$ cat src/rtl/key_event.sv
// key_event: turns debounced key levels into single-cycle press, release, long-press and repeat pulses
module key_event #(
   parameter int SW_WIDTH   = 1,
   parameter int CNT_WIDTH  = 8,
   parameter bit ACTIVE_LOW = 1'b1
) (
   input  logic                 clk,
   input  logic                 rst_n,
   input  logic                 tick,
   input  logic [SW_WIDTH-1:0]  sw_in,
   input  logic [CNT_WIDTH-1:0] long_ticks,
   input  logic [CNT_WIDTH-1:0] repeat_ticks,
   output logic [SW_WIDTH-1:0]  press,
   output logic [SW_WIDTH-1:0]  release_,
   output logic [SW_WIDTH-1:0]  long_press,
   output logic [SW_WIDTH-1:0]  repeat_,
   output logic [SW_WIDTH-1:0]  held
);
   typedef enum logic [1:0] {IDLE, PRESSED, REPEAT} state_t;
   localparam logic [CNT_WIDTH-1:0] ONE = CNT_WIDTH'(1);

   for (genvar k = 0; k < SW_WIDTH; k++) begin : g_key
      state_t               st;
      logic [CNT_WIDTH-1:0] cnt;
      logic                 p, sat, long_hit, rep_hit;
      logic                 pr, rl, lp, rp, hd;
      assign p        = sw_in[k] ^ ACTIVE_LOW;
      assign sat      = &cnt;
      assign long_hit = tick && long_ticks != '0 && cnt == long_ticks - ONE;
      assign rep_hit  = tick && repeat_ticks != '0 && cnt == repeat_ticks - ONE;
      // per-key FSM; release outranks tick, pulses and held are registered with the state
      always_ff @(posedge clk or negedge rst_n) begin
         if (!rst_n) begin
            st  <= IDLE;
            cnt <= '0;
            pr  <= 1'b0;
            rl  <= 1'b0;
            lp  <= 1'b0;
            rp  <= 1'b0;
            hd  <= 1'b0;
         end else begin
            pr <= 1'b0;
            rl <= 1'b0;
            lp <= 1'b0;
            rp <= 1'b0;
            case (st)
               IDLE:
                  if (p) begin
                     pr  <= 1'b1;
                     cnt <= '0;
                     st  <= PRESSED;
                     hd  <= 1'b1;
                  end
               PRESSED:
                  if (!p) begin
                     rl <= 1'b1;
                     st <= IDLE;
                     hd <= 1'b0;
                  end else if (long_hit) begin
                     lp  <= 1'b1;
                     cnt <= '0;
                     st  <= REPEAT;
                  end else if (tick && !sat) cnt <= cnt + ONE;
               REPEAT:
                  if (!p) begin
                     rl <= 1'b1;
                     st <= IDLE;
                     hd <= 1'b0;
                  end else if (rep_hit) begin
                     rp  <= 1'b1;
                     cnt <= '0;
                  end else if (tick && !sat) cnt <= cnt + ONE;
               default: begin
                  st <= IDLE;
                  hd <= 1'b0;
               end
            endcase
         end
      end
      assign press[k]      = pr;
      assign release_[k]   = rl;
      assign long_press[k] = lp;
      assign repeat_[k]    = rp;
      assign held[k]       = hd;
   end
endmodule
$ cat config.mk
export PLATFORM = sky130hd
export DESIGN_NAME = key_event
export DESIGN_NICKNAME = d
export VERILOG_FILES = /design/src/rtl/key_event.sv
export SDC_FILE = /design/constraint.sdc
export NUM_CORES = 1
export LEC_CHECK = 0
export ABC_AREA = 1
export CORE_MARGIN = 4
export CORE_UTILIZATION = 45
export DETAILED_ROUTE_END_ITERATION = 8
export HOLD_SLACK_MARGIN = 0.08
export PLACE_DENSITY = 0.75
export SYNTH_ARGS = -nofsm -noshare
export SYNTH_HDL_FRONTEND = slang
export SYNTH_SLANG_ARGS = --single-unit
$ cat constraint.sdc
create_clock -name clk -period 1.4 [get_ports clk]
set_input_delay 0.28 -clock clk [delete_from_list [all_inputs] [get_ports clk]]
set_output_delay 0.28 -clock clk [all_outputs]
set_load 0.02 [all_outputs]
# Yosys cells after proc, flatten, opt, wreduce, memory -nomap -nowiden
# Cells that the tools add are included.
# totals
ff_bits	15
in_bits	20
output_inout_bits	5
elab_cells	60
# op_classes
addsub	3
n_eq_ne	10
n_mux	25
reduce_logical	15
# ops
op	n
8-bit 2-to-1 mux	6
8-bit case mux with 3 select lines	1
8-bit equality test	2
8-bit nonzero test	2
8-bit by 1-bit subtractor with 8-bit output, second input constant	2
1-bit 2-to-1 mux	12
8-bit by 1-bit adder with 8-bit output, second input constant	1
2-bit 2-to-1 mux	4
2-bit != test, second input constant	4
8-bit AND reduction	1
2-bit case mux with 3 select lines	1
1-bit logical AND	5
4-bit AND reduction	1
3-bit != test, second input constant	1
3-bit AND reduction	1
3-bit nonzero test	1
2-bit by 1-bit equality test with 1-bit output, second input constant	1
2-bit equality test, second input constant	1
2-bit logical NOT	1
2-bit by 1-bit != test with 1-bit output, second input constant	1
1-bit case mux with 2 select lines	1
2-bit AND reduction	1
2-bit OR reduction	1
1-bit logical NOT	1

# Longest topological paths before layout
# depth
word_depth	7
mapped_depth	15
mapped_depth_nobuf	15

# Least setup slack after synthesis
# OpenSTA, ideal clock, no wires.
# synth_path
path_kind	input to register
from	input long_ticks[1]
to	register g_key[0].cnt[0]
setup_ns	0.118
arrival_ns	1.446
required_ns	1.282
setup_slack_ns	-0.163
stages	14
path_buffers	0
path_cell_list	clkinv_1 ha_1 nand2_1 clkinv_1 nor2_1 nand3_1 nor2_1 nand2_1 nor2_2 nand2_2 nand2_4 nand2_4 nand3_1 nand2_1
# synth_between
elab_chain_len	6
elab_cells_between_ends	8
classes_between	add/sub: 1; eq/ne: 1; mux: 3; reduce/logical: 3
# synth_lines
item	line_no	text
from (decl)	11	input logic [CNT_WIDTH-1:0] long_ticks,
8-bit by 1-bit subtractor with 8-bit output or 8-bit nonzero test (tied branches)	29	assign long_hit = tick && long_ticks != '0 && cnt == long_ticks - ONE;
8-bit equality test or 1-bit logical AND (tied branches)	29	
1-bit logical AND (*)	29	
8-bit 2-to-1 mux (*)	59	end else if (long_hit) begin
8-bit 2-to-1 mux (*)	55	if (!p) begin
8-bit case mux with 3 select lines (*)	46	case (st)
to (signal assigned)	63	end else if (tick && !sat) cnt <= cnt + ONE;
to (signal assigned)	72	end else if (tick && !sat) cnt <= cnt + ONE;
to (decl)	24	logic [CNT_WIDTH-1:0] cnt;
# Every way passes the cells marked *; elsewhere a longest branch is shown, timed or not. The select of a mux whose other input is x is not followed.
# A chain may end at the register's enable or synchronous reset.

# Worst setup path after layout
# layout_path
from	register g_key[0].cnt[1]
to	register g_key[0].cnt[4]
# layout_between
elab_chain_len	7
elab_cells_between_ends	14
classes_between	add/sub: 1; eq/ne: 2; mux: 6; reduce/logical: 5
# layout_lines
item	line_no
parallel branches: the longest is 6 deep, another holds 8-bit by 1-bit adder with 8-bit output	n/a
8-bit case mux with 3 select lines (*)	46
# Mark *: on every way between the ends. The select of a mux whose other input is x is not followed.

==> metrics.csv <==
stage,metric,value,unit
finish,fin_util,0.753,
cts,cts-root-buf,clkbuf_4,
synthesis,synth-compound-area-share,0.0626,
drt,dr.pass1.iters,4,
floorplan,die_x,66.5,µm
run,drv_cap,0,
finish,nNetsFinal,347,
finish,area_delta_synth_final,54.3,%
power,peakVddDrop,0.000981,V
drt,ant_nets,0,
critical_path,cp_cell_sequence,buf_6 > nand2_2 > inv_2 > nor2_1 > nand3_1 > nor2_1 > nand2_1 > nor2_2 > nand2_2 > nand2_4 > nand2_8 > nand2_1 > nand2_1,
synthesis,synth_top_family_by_area,simple AND/OR/NAND/NOR gates,
drt,drt-vias-per-instance,4.82,
timing,timing.final.ws_setup,-185,ps
grt,grt_pass1_wl,7310,µm
synthesis,synthXorXnorAreaFrac,0.0740,
timing,fin_skew,8.23,ps
cts,cts-htree-levels,1,
critical_path,critical_path_class,flip-flop to flip-flop,
timing,finalHoldViolations,0,
timing,holdWs,297,ps
power,p_sw,0.829,mW
floorplan,dieArea,0.00442,mm²
synthesis,synth-seq-area-share,0.244,
critical_path,critPathLaunchType,flip-flop,
cts,cts_max_path_buffers,2,
critical_path,r2r-end,g_key[0].cnt[4],
timing,fin_crit,1580,ps
critical_path,r2r-start,g_key[0].cnt[1],
synthesis,syn_avg_cell_area,6.04,µm²
cts,tritoncts,built,
timing,max_slew_margin,0.817,
grt,grt_pass1_vias,1712,
drt,drc,0,
power,power.leakage,1.25,nW
power,p_int,1.09,mW
critical_path,cp_max_fo,8,
critical_path,crit_top_cell,nand2_1,
place,dp_hpwl,3310,µm
timing,tightest_slew,274,ps
power,pwr-share-clk,0.129,
synthesis,synth-seq-cells,15,
critical_path,r2r_slack,-180,ps
synthesis,yosysTopAreaCellShare,0.244,
finish,final_design_area_no_fill,0.00237,mm²
timing,drv_slew,0,
critical_path,cp.arrival,1760,ps
grt,antenna_found_initial,0,
synthesis,syn_area,0.00154,mm²
critical_path,rr_worst_depth,13,
place,gp_congestion,0.881,
synthesis,synthMuxAreaShare,0,
critical_path,slowest_delay,420,ps
drt,dr_total_vias,1745,
critical_path,critPathSlowestCell,dfrtp_1,
grt,grtUsageTotal,0.215,
timing,setup_tns,-1770,ps
cts,clock-sinks,15,
synthesis,syn_nets,283,
synthesis,synthTopCellsByArea,"dfrtp_1, nand2_1, nor2_1, inv_1, xor2_1",
cts,clk_pin_slew_worst_paths,90,ps
floorplan,io_pins,25,
power,swShare,0.433,
timing,fmax,631,MHz
power,power_density,807,mW/mm²
synthesis,yosysWarnings,0,
finish,fill_cells,247,
timing,rsz0062_at_grt,true,
synthesis,synth_fa_ha_area_frac,0.0650,
floorplan,coreArea,0.00315,mm²
timing,fin_crit_sh,1.13,
synthesis,netlist_instances,255,
drt,drt-total-wl,4460,µm
grt,grt_overflow,0,
floorplan,die_y,66.5,µm
drt,post_drt_wl_per_cell,12.3,µm
place,port_buffers,24,
hold_path,hold_path_class,input pin to asynchronous set/reset pin,
floorplan,start_util,0.488,
floorplan,num_rows,20,
power,p_seq_frac,0.295,
power,total_power,1.92,mW
grt,grt_start_max_net_pins,16,
cts,cts-buffers-inserted,3,
place,place_area,0.00213,mm²
synthesis,synth-simple-area-share,0.438,
critical_path,cp-end-kind,flip-flop,
finish,antenna_cells,0,
drt,drtIter0Drc,50,
timing,finalSetupViolCount,12,
cts,insertion_delay,290,ps
critical_path,cp_data_required_time,1580,ps
power,p_comb_frac,0.576,
synthesis,synth.largest_area_cell,dfrtp_1,
finish,drive_gt1_frac,0.362,
run_status,violations,setup timing,
run_status,status,finished with violations,
synthesis,synth.distinct_cells,23,
[layer usage]
| metal | global-route usage | wire [µm] |
|---|---|---|
| met1 | 0.279 | 1990 |
| met2 | 0.374 | 2270 |
| met3 | 0.0405 | 165 |
| met4 | 0.0381 | 34 |
| met5 | 0 | 0 |
[sequential cells by signal, indices dropped and copies added (netlist names)]
signal and cells:
release_ 1, g_key.st 2, press 1, held 1
repeat_ 1, g_key.cnt 8, long_press 1
[layout make-up]
| cell class | count | area [µm²] | area share |
|---|---|---|---|
| clock buffer | 4 | 26.3 | 0.0111 |
| inverter | 41 | 166 | 0.0701 |
| multi-input combinational | 196 | 1220 | 0.513 |
| sequential | 15 | 379 | 0.160 |
| tap | 44 | 55.1 | 0.0232 |
| timing repair buffer | 62 | 531 | 0.223 |
[worst max-delay path, delay by kind of cell (launching register included)]
| kind | cells | cell delay (ps) |
|---|---|---|
| simple gates | 11 | 890 |
| flops | 1 | 420 |
| buf+inv | 2 | 170 |
[power groups by stage]
stage / Clock [mW] / Combinational (mW) / Sequential (mW)
after floorplan: 0 / 0.516 / 0.585
after global placement: 0 / 0.933 / 0.561
after detailed placement: 0 / 0.951 / 0.564
after CTS: 0.256 / 0.981 / 0.556
after global routing: 0.283 / 1.20 / 0.581
final: 0.246 / 1.10 / 0.566
[how the worst max path moves through the flow]
stage / from / to / slack [ps] / depth (start not counted)
2_1_floorplan: long_ticks[0] / g_key[0].cnt[0] / -130 / 14
3_3_place_gp: repeat_ticks[0] / g_key[0].cnt[0] / -800 / 15
3_5_place_dp: long_ticks[0] / g_key[0].cnt[0] / -850 / 15
4_1_cts: g_key[0].cnt[1] / g_key[0].cnt[0] / -240 / 13
5_1_grt: g_key[0].cnt[1] / g_key[0].cnt[0] / -310 / 13
6_report: g_key[0].cnt[1] / g_key[0].cnt[4] / -180 / 13
[cell usage after synthesis]
| cell type | instances |
|---|---|
| o31ai_4 | 1 |
| inv_4 | 2 |
| nor2_2 | 3 |
| buf_4 | 2 |
| clkinv_1 | 3 |
| xnor2_1 | 1 |
| nand2_1 | 85 |
| nand3_1 | 20 |
| xor2_1 | 12 |
| ha_1 | 8 |
| inv_1 | 31 |
| nand2_2 | 2 |
| nor2_1 | 38 |
| nor3_1 | 5 |
| o21ai_0 | 3 |
| a21oi_1 | 9 |
| nand2_4 | 3 |
| nand3_2 | 1 |
| dfrtp_1 | 15 |
| nand4_1 | 2 |
| inv_2 | 5 |
| o21ai_1 | 3 |
| buf_2 | 1 |
[cells by family (layout without fill, tap and decap cells)]
group / count (synthesis) / after routing
xor gates and xnor gates: 13 / 13
and+or+nand+nor: 159 / 159
DFF: 15 / 15
AOI/OAI and AO/OA: 16 / 16
adders and majority gates: 8 / 8
buffers and inverters: 44 / 107
[cell usage in the layout (no fill, tap or decap), drive strengths merged]
| cell | Yosys | routed |
|---|---|---|
| o21ai | 6 | 6 |
| clkdlybuf4s50 | 0 | 7 |
| dfrtp | 15 | 15 |
| ha | 8 | 8 |
| nand2 | 90 | 90 |
| clkbuf | 0 | 5 |
| nand3 | 21 | 21 |
| dlymetal6s2s | 0 | 5 |
| buf | 3 | 39 |
| dlygate4sd2 | 0 | 10 |
| clkinv | 3 | 1 |
| inv | 38 | 39 |
| nor3 | 5 | 5 |
| nand4 | 2 | 2 |
| xor2 | 12 | 12 |
| o31ai | 1 | 1 |
| a21oi | 9 | 9 |
| xnor2 | 1 | 1 |
| nor2 | 41 | 41 |
| clkinvlp | 0 | 1 |
[through the flow]
stage          setup WS, ps  std cells
6_report               -185        362
3_3_place_gp           -799        356
5_1_grt                -313        362
2_1_floorplan          -125        255
3_5_place_dp           -846        356
4_1_cts                -242        361
[repair_timing]
action,in CTS,in global routing
pin swaps,15,24
hold buffers,0,0
setup buffers,1,1
hold endpoints to repair,0,0
setup endpoints to repair,17,12
resized for setup,28,54
(Power assumes the default switching activity.)
